--- src/rtl/cpu_mem_responder.sv ---
// Memory-side responder for the RISC5 data bus.
// Turns each CPU load/store into one req/ack transaction on a word-wide memory port,
// stalls the CPU until completion, and force-completes hung transactions with an error.

module cpu_mem_responder #(
    parameter int unsigned TIMEOUT  = 255,
    parameter logic [31:0] ERR_WORD = 32'hDEADBEEF
) (
    input  logic        clk,
    input  logic        rst,
    input  logic        ce,
    input  logic [23:0] adr,
    input  logic        rd,
    input  logic        wr,
    input  logic        ben,
    input  logic [31:0] outbus,
    output logic [31:0] inbus,
    output logic        stallX,
    output logic        mem_req,
    output logic        mem_we,
    output logic [21:0] mem_adr,
    output logic [3:0]  mem_be,
    output logic [31:0] mem_wdata,
    input  logic        mem_ack,
    input  logic [31:0] mem_rdata,
    output logic        err
);

    typedef enum logic [1:0] {
        StIdle,
        StWait,
        StDone
    } state_e;

    // Last counter value before a hung transaction is force-completed.
    localparam logic [15:0] TimeoutLast = 16'(TIMEOUT - 1);

    state_e      state_q, state_d;
    logic [15:0] cnt_q, cnt_d;
    logic        mem_req_q, mem_req_d;
    logic        mem_we_q, mem_we_d;
    logic [21:0] mem_adr_q, mem_adr_d;
    logic [3:0]  mem_be_q, mem_be_d;
    logic [31:0] mem_wdata_q, mem_wdata_d;
    logic [31:0] inbus_q, inbus_d;
    logic        err_q, err_d;

    logic        strobe;
    logic        timeout_hit;
    logic [3:0]  lane_be;

    assign strobe      = rd | wr;
    assign timeout_hit = (cnt_q == TimeoutLast);

    // Byte-lane enable decoded from the low address bits.
    always_comb begin
        lane_be = 4'b0001;
        unique case (adr[1:0])
            2'b00:   lane_be = 4'b0001;
            2'b01:   lane_be = 4'b0010;
            2'b10:   lane_be = 4'b0100;
            2'b11:   lane_be = 4'b1000;
            default: lane_be = 4'b0001;
        endcase
    end

    // State register; reset wins over ce, otherwise advance only on ce.
    always_ff @(posedge clk) begin
        if (rst) begin
            state_q <= StIdle;
        end else if (ce) begin
            state_q <= state_d;
        end
    end

    // Next-state logic; a strobe is only recognised from idle.
    always_comb begin
        state_d = state_q;
        unique case (state_q)
            StIdle:  if (strobe) state_d = StWait;
            StWait:  if (mem_ack || timeout_hit) state_d = StDone;
            StDone:  state_d = StIdle;
            default: state_d = StIdle;
        endcase
    end

    // Stall while a strobe is pending in idle or a transaction is outstanding.
    always_comb begin
        stallX = ((state_q == StIdle) && strobe) || (state_q == StWait);
    end

    // Datapath next-values: latch the request, complete on ack or on timeout.
    always_comb begin
        cnt_d       = cnt_q;
        mem_req_d   = mem_req_q;
        mem_we_d    = mem_we_q;
        mem_adr_d   = mem_adr_q;
        mem_be_d    = mem_be_q;
        mem_wdata_d = mem_wdata_q;
        inbus_d     = inbus_q;
        err_d       = err_q;
        unique case (state_q)
            StIdle: begin
                if (strobe) begin
                    // rd and wr together are treated as a write.
                    mem_we_d    = wr;
                    mem_adr_d   = adr[23:2];
                    mem_wdata_d = outbus;
                    // Reads always fetch the full word; the CPU picks the lane.
                    mem_be_d    = (wr && ben) ? lane_be : 4'b1111;
                    mem_req_d   = 1'b1;
                    cnt_d       = '0;
                end
            end
            StWait: begin
                if (mem_ack) begin
                    // Ack beats a coincident timeout.
                    mem_req_d = 1'b0;
                    if (!mem_we_q) inbus_d = mem_rdata;
                end else if (timeout_hit) begin
                    mem_req_d = 1'b0;
                    err_d     = 1'b1;
                    if (!mem_we_q) inbus_d = ERR_WORD;
                end else begin
                    cnt_d = cnt_q + 16'd1;
                end
            end
            default: begin
            end
        endcase
    end

    // Datapath registers; frozen while ce is low.
    always_ff @(posedge clk) begin
        if (rst) begin
            cnt_q       <= '0;
            mem_req_q   <= 1'b0;
            mem_we_q    <= 1'b0;
            mem_adr_q   <= '0;
            mem_be_q    <= '0;
            mem_wdata_q <= '0;
            inbus_q     <= '0;
            err_q       <= 1'b0;
        end else if (ce) begin
            cnt_q       <= cnt_d;
            mem_req_q   <= mem_req_d;
            mem_we_q    <= mem_we_d;
            mem_adr_q   <= mem_adr_d;
            mem_be_q    <= mem_be_d;
            mem_wdata_q <= mem_wdata_d;
            inbus_q     <= inbus_d;
            err_q       <= err_d;
        end
    end

    assign mem_req   = mem_req_q;
    assign mem_we    = mem_we_q;
    assign mem_adr   = mem_adr_q;
    assign mem_be    = mem_be_q;
    assign mem_wdata = mem_wdata_q;
    assign inbus     = inbus_q;
    assign err       = err_q;

endmodule

--- config.mk ---
export PLATFORM = sky130hd
export DESIGN_NAME = cpu_mem_responder
export DESIGN_NICKNAME = d
export VERILOG_FILES = /design/src/rtl/cpu_mem_responder.sv
export SDC_FILE = /design/constraint.sdc
export NUM_CORES = 1
export LEC_CHECK = 0
export ABC_AREA = 1
export CORE_MARGIN = 8
export CORE_UTILIZATION = 41
export DETAILED_ROUTE_END_ITERATION = 16
export PLACE_DENSITY_LB_ADDON = 0.25
export SYNTH_ARGS = -nofsm -noshare
export SYNTH_HDL_FRONTEND = slang
export SYNTH_SLANG_ARGS = --single-unit
--- constraint.sdc ---
create_clock -name clk -period 1.4 [get_ports clk]
set_input_delay 0.35 -clock clk [delete_from_list [all_inputs] [get_ports clk]]
set_output_delay 0.35 -clock clk [all_outputs]
set_load 0.01 [all_outputs]
==> results.yml, run 1 <==
outcome:
  run_status: "finished, violations left"
  violations: "setup timing"
global_route:
  grt_max_degree: 49
  grt_pass1_vias: 5728
  grt_usage_pct: 21.1
  grt_antenna_before_repair: 1
  gr-total-overflow: 0
  grt_pass1_wl_um: 28300
power_and_ir_drop:
  power_leakage_uw: 0.00397
  irDropWorstVdd_mv: 0.535
  finalPower_uw: 8010
  power.density_cell_area_mw_per_mm2: 913
floorplan:
  chipHeight_um: 129
  die_w_um: 129
  initial_cell_density_of_the_core_pct: 41.7
  std_cell_rows: 41
  area_of_the_core_sq_mm: 0.0125
  die-area_sq_mm: 0.0166
  design.portCount: 189
sta:
  remaining_max_slew_budget_at_the_tightest_pin_pct: 74.0
  number_of_failing_hold_endpoints_at_the_final_stage: 0
  unrepaired_setup_endpoints_after_global_routing: "true"
  achievable-frequency_mhz: 619
  max_slew.worst_pin.slew_ns: 0.390
  setup_viol: 51
  post_route_skew_ns: 0.0133
  final_critical_path_setup_slack_ns: -0.215
  share_of_the_clock_period_used_by_the_worst_path_pct: 115
  slew_violations: 0
  setup_tns_ns: -6.05
  final.hold.worst_slack_ns: 0.398
  min_period_ns: 1.62
finish:
  final.fill_count: 1034
  mostFrequentLayoutCells: "169 x nand2_1, 105 x dfxtp_1, 93 x dlygate4sd2_1"
  antenna_cells: 0
  design.final.nets: 1121
  leading_cell_type_in_the_layout_fill_and_taps_excluded: "nand2_1"
  final_layout_size_suffix_gt1_share_pct: 23.6
  flow.area_growth_from_synthesis_pct: 68.2
yosys:
  synth.yosys.warnings: 0
  synthArstFlopShare_pct: 0
  postSynthAreaPerCell_sq_um: 6.66
  netlist_top_cells_area: "dfxtp_1 43%, nand2_1 15%, a21oi_1 7.2%"
  synth.lib_cells_used.distinct: 24
  synth_top_area_share_pct: 42.6
  synth-main-ff-cell: "dfxtp_1"
  synth_largest_area_cell: "dfxtp_1"
  yosysSeqAreaShare_pct: 42.6
  synth_enable_flop_cells: 0
  syn-cell-area_sq_mm: 0.00522
  synth-seq-cells: 111
  post_synth_inst_count: 783
  postSynthNetCount: 880
place:
  pre_cts_slack_ns: -0.633
  port_buffers: 188
  routabilityCongestion: 0.841
  dp_hpwl_um: 11600
worst_hold_path:
  worst_hold_path_type: "in2reg"
  worstHoldPathCells: 4
clock_network:
  h_tree_depth: 3
  hold_buf_count_cts: 0
  root_buffer: "clkbuf_16"
  worst_setup_hold_path_clk_slew_ns: 0.08
  cts_buffers: 9
  clk_path_buf_depth: 2
  cts.sink_count: 111
  cts_tree: "built"
  clk_latency_ns: 0.36
drt:
  detailedRoute.firstPassIterationCount: 6
  drcViolationCount: 0
  post_detailed_route_via_to_cell_ratio: 4.91
  routedWlPerCell_um: 15.5
  drt-initial-drc-count: 430
  overall_routed_net_length_um: 18700
  antenna_violating_nets_left: 0
  via_count: 5889
critical_path:
  critPathRequiredTime_ns: 1.70
  timing.setup.critical_path_class: "reg2reg"
  endpoint_class_of_the_critical_path: "register"
  timing.critical_path.from_type: "register"
  crit_arrival_ns: 1.91
  ff2ff_path_depth: 12
  peak_fanout_along_the_critical_path: 6
job:
  cap_violations: 0
synth_stat cells, types with 3 or more instances:
cell and number:
buf_6 4, inv_1 98, nand3_1 74, inv_2 4, nand2_1 215, nand2_2 4
clkbuf_1 19, buf_4 7, o21ai_0 6, dfxtp_1 111, buf_2 16, buf_1 3
nand3_4 3, nor2_1 96, a21oi_1 75, nand4_1 36
critical path, cell delays in order, from the launching register on:
cell     delay [ns]
dfxtp_2        0.33
inv_2          0.08
ha_4           0.15
nand3_4        0.09
nor2_4         0.11
nand2_2        0.07
nand2_4        0.09
nand3_4        0.14
buf_12         0.18
buf_16         0.14
nand2_4        0.05
inv_2          0.03
nor2_2         0.09
cell families after synthesis:
family	count (synthesis)	share of synthesized area [%]
DFF	111	42.6
xor gates and xnor gates	1	0.168
AOI/OAI and AO/OA	81	7.77
and+or+nand+nor	435	36.5
buffers and inverters	153	12.5
adders and majority gates	2	0.480
power by group:
group	internal, uW	switching (uW)
Combinational	898	952
Clock	1560	1190
Sequential	3320	82.9
Total	5780	2220
per-layer routing:
layer	share of wire, %	track usage (%)	routed length, um
met1	39	23.9	7260
met2	50	35.4	9290
met3	9.3	8.44	1730
met4	2.0	7.39	364
met5	0.059	0	11
final cells by class:
| class | count | area (sq um) | area share [%] |
|---|---|---|---|
| Clock buffer | 10 | 229 | 2.61 |
| Clock inverter | 5 | 81.3 | 0.927 |
| Inverter | 104 | 398 | 4.54 |
| Multi-Input combinational cell | 519 | 2820 | 32.1 |
| Sequential cell | 111 | 2240 | 25.5 |
| Tap cell | 172 | 215 | 2.45 |
| Timing Repair Buffer | 279 | 2800 | 31.9 |
registers in the layout, summed over array words and instances (netlist names):
signal     cells
mem_we         1
mem_adr       22
mem_wdata     32
mem_be         4
mem_req        1
err            1
cnt_q         16
inbus         32
state_q        2
path summary, 6_finish.rpt:
path	from	to	slack, ns
max reg2reg	cnt_q[0]$_SDFFE_PP0P_	inbus[11]$_SDFFE_PP0P_	-0.22
min reg2reg	err$_SDFFE_PP0P_	err$_SDFFE_PP0P_	0.45
max	cnt_q[0]$_SDFFE_PP0P_	inbus[11]$_SDFFE_PP0P_	-0.22
min	rst	state_q[1]$_SDFFE_PP0P_	0.40
timing repair:
item	4_1_cts	5_1_grt
endpoints found under the setup margin	203	103
gates resized for setup	168	133
buffers inserted	17	9
pin swaps	24	63
cloned	7	5
endpoints found under the hold margin	0	0
stage by stage:
stage / util (%) / instances / area, sq um
finish: 70.1 / 1200 / 8770
detailed placement: 61.2 / 1159 / 7660
CTS: 66.9 / 1196 / 8370
floorplan: - / 783 / 5220
global placement: 61.2 / 1159 / 7660
global route: 70.1 / 1200 / 8770
(Power assumes the default switching activity.)
==> inputs of run 2 (changes only) <==
--- a/config.mk
+++ b/config.mk
@@ -10,6 +10,7 @@
 export CORE_UTILIZATION = 41
 export DETAILED_ROUTE_END_ITERATION = 16
 export PLACE_DENSITY_LB_ADDON = 0.25
+export RECOVER_POWER = 50
 export SYNTH_ARGS = -nofsm -noshare
 export SYNTH_HDL_FRONTEND = slang
 export SYNTH_SLANG_ARGS = --single-unit
==> run 2 against run 1 <==
  * The flow still finishes with violations (setup timing)
  * Clock power about the same
  * Combinational power is essentially flat
  * Non-clock buffer count unchanged
  * Sequential share of layout area barely moved
  * Power is essentially flat
  * Sequential cell count did not move
  * Utilization decreased by 0.12 points
  * Largest power group unchanged
==> results.yml, run 2 (same netlist as run 1, synthesis figures left out) <==
critical_path:
  ff2ff_path_depth: 12
  dominant_delay_contributor_by_cell_family_on_the_critical_path: "simple AND/OR/NAND/NOR gates"
  path_cells: "inv_2 -> ha_4 -> nand3_4 -> nor2_4 -> nand2_2 -> nand2_4 -> nand3_4 -> buf_12 -> buf_16 -> nand2_4 -> inv_2 -> nor2_2"
  ff2ff_setup_slack_ns: -0.22
  crit-reg2reg-launch: "cnt_q[0]$_SDFFE_PP0P_"
  timing.setup.critical_path_class: "reg2reg"
  buffers_and_inverters_on_the_worst_path: 4
  slowest_delay_ns: 0.33
  crit_start: "cnt_q[0]$_SDFFE_PP0P_"
  critPathRequiredTime_ns: 1.70
  crit_slowest_cell: "dfxtp_2"
  timing.critical_path.from_type: "register"
  reg2reg_to: "inbus[11]$_SDFFE_PP0P_"
  crit_arrival_ns: 1.91
  endpoint_class_of_the_critical_path: "register"
  peak_fanout_along_the_critical_path: 6
place:
  routabilityCongestion: 0.841
  port_buffers: 188
  dp_hpwl_um: 11600
  placed_area_sq_mm: 0.00766
finish:
  leading_cell_type_in_the_layout_fill_and_taps_excluded: "nand2_1"
  final.fill_count: 1036
  flow.area_growth_from_synthesis_pct: 67.9
  mostFrequentLayoutCells: "169 x nand2_1, 105 x dfxtp_1, 93 x dlygate4sd2_1"
  antenna_cells: 0
  post-route-util_pct: 70.0
  design.final.nets: 1121
  layout.cell_area.non_filler_sq_mm: 0.00876
  final_layout_size_suffix_gt1_share_pct: 23.6
clock_network:
  root_buffer: "clkbuf_16"
  cts_buffers: 9
  worst_setup_hold_path_clk_slew_ns: 0.08
  hold_buf_count_cts: 0
  clk_latency_ns: 0.36
  cts.sink_count: 111
  cts_tree: "built"
  clk_path_buf_depth: 2
  h_tree_depth: 3
floorplan:
  std_cell_rows: 41
  chipHeight_um: 129
  initial_cell_density_of_the_core_pct: 41.7
  die_w_um: 129
  die-area_sq_mm: 0.0166
  design.portCount: 189
  area_of_the_core_sq_mm: 0.0125
sta:
  setup_viol: 56
  slew_violations: 0
  max_slew.worst_pin.slew_ns: 0.388
  achievable-frequency_mhz: 619
  unrepaired_setup_endpoints_after_global_routing: "true"
  remaining_max_slew_budget_at_the_tightest_pin_pct: 74.1
  share_of_the_clock_period_used_by_the_worst_path_pct: 115
  final_critical_path_setup_slack_ns: -0.215
  min_period_ns: 1.62
  post_route_skew_ns: 0.0135
  final.hold.worst_slack_ns: 0.398
  number_of_failing_hold_endpoints_at_the_final_stage: 0
job:
  cap_violations: 0
global_route:
  grt_pass1_wl_um: 28300
  grt_antenna_before_repair: 1
  grt_usage_pct: 21.1
  gr-total-overflow: 0
  grt_pass1_vias: 5728
  grt_max_degree: 49
drt:
  routedWlPerCell_um: 15.5
  detailedRoute.firstPassIterationCount: 6
  drt-initial-drc-count: 430
  overall_routed_net_length_um: 18600
  drcViolationCount: 0
  antenna_violating_nets_left: 0
  via_count: 5896
  post_detailed_route_via_to_cell_ratio: 4.91
power_and_ir_drop:
  irDropWorstVdd_mv: 0.537
  power.density_cell_area_mw_per_mm2: 913
  power_leakage_uw: 0.00396
outcome:
  run_status: "finished, violations left"
  violations: "setup timing"
worst_hold_path:
  worst_hold_path_type: "in2reg"
  worstHoldPathCells: 4
  timing.hold.worst.start: "rst"
  hold_end: "state_q[1]$_SDFFE_PP0P_"
## run 2: worst max path at each step
stage	to	depth (start not counted)	slack, ns
after floorplan	inbus[22]$_SDFFE_PP0P_	10	0.007
after global placement	stallX	4	-0.63
after detailed placement	stallX	4	-0.63
after CTS	inbus[2]$_SDFFE_PP0P_	12	-0.14
after global routing	inbus[0]$_SDFFE_PP0P_	12	-0.31
final	inbus[11]$_SDFFE_PP0P_	12	-0.22
## run 2: per-stage QoR
step / TNS [ns] / instances / power (uW) / setup slack, ns
finish: -6.28 / 1200 / 8000 / -0.215
global route: -13.90 / 1200 / 8340 / -0.308
global placement: -47.22 / 1159 / 5130 / -0.631
CTS: -3.34 / 1196 / 7920 / -0.137
floorplan: 0 / 783 / 4240 / 0.00743
detailed placement: -47.41 / 1159 / 5140 / -0.633
## run 2: report_power, final
group          leakage [uW]  internal [uW]  total, uW  switching [uW]
clock              0.000149           1560       2760            1190
sequential         0.000908           3320       3400            81.2
combinational       0.00290            892       1840             949
total               0.00396           5780       8000            2220
## run 2: what timing repair did
action                                  4_1_cts  5_1_grt
endpoints found under the setup margin      203      103
cloned                                        7        5
buffers inserted                             17        9
gates resized for setup                     168      133
pin swaps                                    24       63
## run 2: worst register-to-register path, cell delays in order, from the launching register on
cell and delay [ns]:
dfxtp_2 0.33, inv_2 0.08, ha_4 0.15, nand3_4 0.09
nor2_4 0.11, nand2_2 0.07, nand2_4 0.09, nand3_4 0.14
buf_12 0.18, buf_16 0.14, nand2_4 0.05, inv_2 0.03
nor2_2 0.09
## run 2: area by class of cell
| type | count | area, sq um | share of cell area (%) |
|---|---|---|---|
| clock buffers | 10 | 229 | 2.61 |
| well taps | 172 | 215 | 2.46 |
| inverters | 104 | 398 | 4.54 |
| multi-input cells | 519 | 2810 | 32.1 |
| flip-flops and latches | 111 | 2240 | 25.5 |
| repair buffers | 279 | 2790 | 31.9 |
| clock inverters | 5 | 81.3 | 0.929 |
## run 2: layer usage
| metal | global-route usage (%) | up-vias | wire (um) |
|---|---|---|---|
| met5 | 0 | - | 11 |
| met3 | 8.44 | 31 | 1710 |
| li1 | - | 2939 | - |
| met1 | 23.9 | 2724 | 7280 |
| met2 | 35.4 | 200 | 9260 |
| met4 | 7.39 | 2 | 361 |
==> inputs of run 3 (changes only) <==
--- a/config.mk
+++ b/config.mk
@@ -7,10 +7,11 @@
 export LEC_CHECK = 0
 export ABC_AREA = 1
 export CORE_MARGIN = 8
-export CORE_UTILIZATION = 41
+export CORE_UTILIZATION = 45
 export DETAILED_ROUTE_END_ITERATION = 16
 export PLACE_DENSITY_LB_ADDON = 0.25
 export RECOVER_POWER = 50
 export SYNTH_ARGS = -nofsm -noshare
 export SYNTH_HDL_FRONTEND = slang
 export SYNTH_SLANG_ARGS = --single-unit
+export TNS_END_PERCENT = 10
==> constraint.sdc (replaced) <==
create_clock -name clk -period 1.73 [get_ports clk]
set_input_delay 0.4325 -clock clk [delete_from_list [all_inputs] [get_ports clk]]
set_output_delay 0.4325 -clock clk [all_outputs]
set_load 0.01 [all_outputs]
==> run 3 against run 2 <==
  * Hold slack improved by 0.056 ns
  * Worst setup slack improved by 0.24 ns
  * Non-clock buffer count fell by 58
  * Utilization decreased by 3.3 points
  * Global-route usage down 0.63 points
  * Power fell by 24%
  * Via count decreased by 7.8%
  * Sequential cell count did not move
  * Sequential share of layout area increased by 3.8 points
  * Clock skew is 0.0070 ns lower
  * The flow now finishes without violations
  * Combinational power is 31% lower
  * Critical path type is now reg2out
  * Largest cell class unchanged
==> results.yml, run 3 (same netlist as run 1, synthesis figures left out) <==
job:
  cap_violations: 0
power_and_ir_drop:
  irDropWorstVdd_mv: 0.609
  power.density_cell_area_mw_per_mm2: 808
  power_leakage_uw: 0.00307
  finalPower_uw: 6120
critical_path:
  timing.critical_path.from_type: "register"
  worst-path-stages: 1
  reg2reg_to: "cnt_q[14]$_SDFFE_PP0P_"
  endpoint_class_of_the_critical_path: "output port"
  dominant_delay_contributor_by_cell_family_on_the_critical_path: "buffers and inverters"
  ff2ff_path_depth: 10
  crit-reg2reg-launch: "cnt_q[0]$_SDFFE_PP0P_"
  buffers_and_inverters_on_the_worst_path: 1
  ff2ff_setup_slack_ns: 0.12
  path_cells: "clkdlybuf4s50_1"
  peak_fanout_along_the_critical_path: 2
  crit_slowest_cell: "clkdlybuf4s50_1"
  timing.setup.critical_path_class: "reg2out"
  crit_arrival_ns: 1.27
  slowest_delay_ns: 0.57
  critPathRequiredTime_ns: 1.30
floorplan:
  std_cell_rows: 39
  initial_cell_density_of_the_core_pct: 45.9
  die-area_sq_mm: 0.0153
  die_w_um: 124
  area_of_the_core_sq_mm: 0.0114
  design.portCount: 189
  chipHeight_um: 124
worst_hold_path:
  worstHoldPathCells: 2
  worst_hold_path_type: "reg2reg"
  timing.hold.worst.start: "err$_SDFFE_PP0P_"
  hold_end: "err$_SDFFE_PP0P_"
clock_network:
  worst_setup_hold_path_clk_slew_ns: 0.07
  cts_tree: "built"
  h_tree_depth: 3
  post-cts-setup-buffer-count: 0
  clk_path_buf_depth: 2
  clk_latency_ns: 0.35
  cts_buffers: 9
  root_buffer: "clkbuf_16"
  cts.sink_count: 111
sta:
  final_critical_path_setup_slack_ns: 0.0278
  share_of_the_clock_period_used_by_the_worst_path_pct: 98.4
  setup_viol: 0
  max_slew.worst_pin.slew_ns: 0.478
  remaining_max_slew_budget_at_the_tightest_pin_pct: 68.1
  achievable-frequency_mhz: 587
  unrepaired_setup_endpoints_after_global_routing: "true"
  slew_violations: 0
  number_of_failing_hold_endpoints_at_the_final_stage: 0
  post_route_skew_ns: 0.00652
  min_period_ns: 1.70
finish:
  post-route-util_pct: 66.6
  design.final.nets: 1063
  leading_cell_type_in_the_layout_fill_and_taps_excluded: "nand2_1"
  mostFrequentLayoutCells: "215 x nand2_1, 172 x clkdlybuf4s50_1, 111 x dfxtp_1"
  antenna_cells: 0
  final_layout_size_suffix_gt1_share_pct: 7.00
  flow.area_growth_from_synthesis_pct: 45.3
place:
  port_buffers: 188
  dp_hpwl_um: 11200
  pre_cts_slack_ns: -0.399
  routabilityCongestion: 0.843
drt:
  routedWlPerCell_um: 14.1
  antenna_violating_nets_left: 0
  overall_routed_net_length_um: 15700
  detailedRoute.firstPassIterationCount: 4
  drcViolationCount: 0
  via_count: 5435
  drt-initial-drc-count: 253
  post_detailed_route_via_to_cell_ratio: 4.88
global_route:
  grt_pass1_vias: 5215
  groute.layer.met3.usage_pct: 8.70
  gr-total-overflow: 0
  gr-usage-met2_pct: 32.4
  grt_usage_pct: 20.5
  grt_pass1_wl_um: 25200
  grt_antenna_before_repair: 0
  grt-busiest-layer: "met2"
  grt_max_degree: 61
  met1_global_route_usage_pct: 24.2
outcome:
  run_status: "finished clean"
-- run 3: layout make-up --
type                       count  area (sq um)
sequential                   111          2220
timing repair buffer         221          2130
clock inverter                 1          8.76
multi-input combinational    519          2360
fill                        1017          3790
clock buffer                  15           288
tap                          143           179
inverter                     104           390
-- run 3: how the worst max path moves through the flow --
| stage | slack [ns] | endpoint | from |
|---|---|---|---|
| after detailed placement | -0.40 | stallX | wr |
| after global routing | -0.02 | stallX | wr |
| after CTS | 0.0004 | mem_adr[10] | mem_adr[10]$_SDFFE_PP0P_ |
| final | 0.03 | mem_wdata[22] | mem_wdata[22]$_SDFFE_PP0P_ |
| after floorplan | 0.32 | inbus[11]$_SDFFE_PP0P_ | rst |
| after global placement | -0.35 | stallX | wr |
-- run 3: metal layers --
metal / share of wire (%) / wire length, um
met1: 41 / 6450
met2: 46 / 7200
met3: 11 / 1740
met4: 2.1 / 327
met5: 0 / 0
-- run 3: stage by stage --
| step | instances | setup TNS, ns | cell area, sq um | hold slack [ns] |
|---|---|---|---|---|
| finish | 1114 | 0 | 7580 | 0.454 |
| global route | 1114 | -0.0317 | 7580 | 0.472 |
| CTS | 1114 | 0 | 7640 | 0.455 |
| detailed placement | 1098 | -17.62 | 7350 | 0.444 |
| global placement | 1098 | -12.76 | 7350 | 0.442 |
| floorplan | 783 | 0 | 5220 | 0.470 |
-- run 3: report_power, final --
| part | leakage, uW | switching (uW) | internal [uW] | total (uW) |
|---|---|---|---|---|
| Combinational | 0.00202 | 642 | 626 | 1270 |
| Sequential | 0.000904 | 70.5 | 2690 | 2760 |
| Clock | 0.000147 | 947 | 1140 | 2090 |
| Total | 0.00307 | 1660 | 4460 | 6120 |
-- run 3: what timing repair did --
action	in CTS	in global routing
hold buffers	0	0
resized for setup	8	14
endpoints found under the setup margin	4	23
pin swaps	0	1
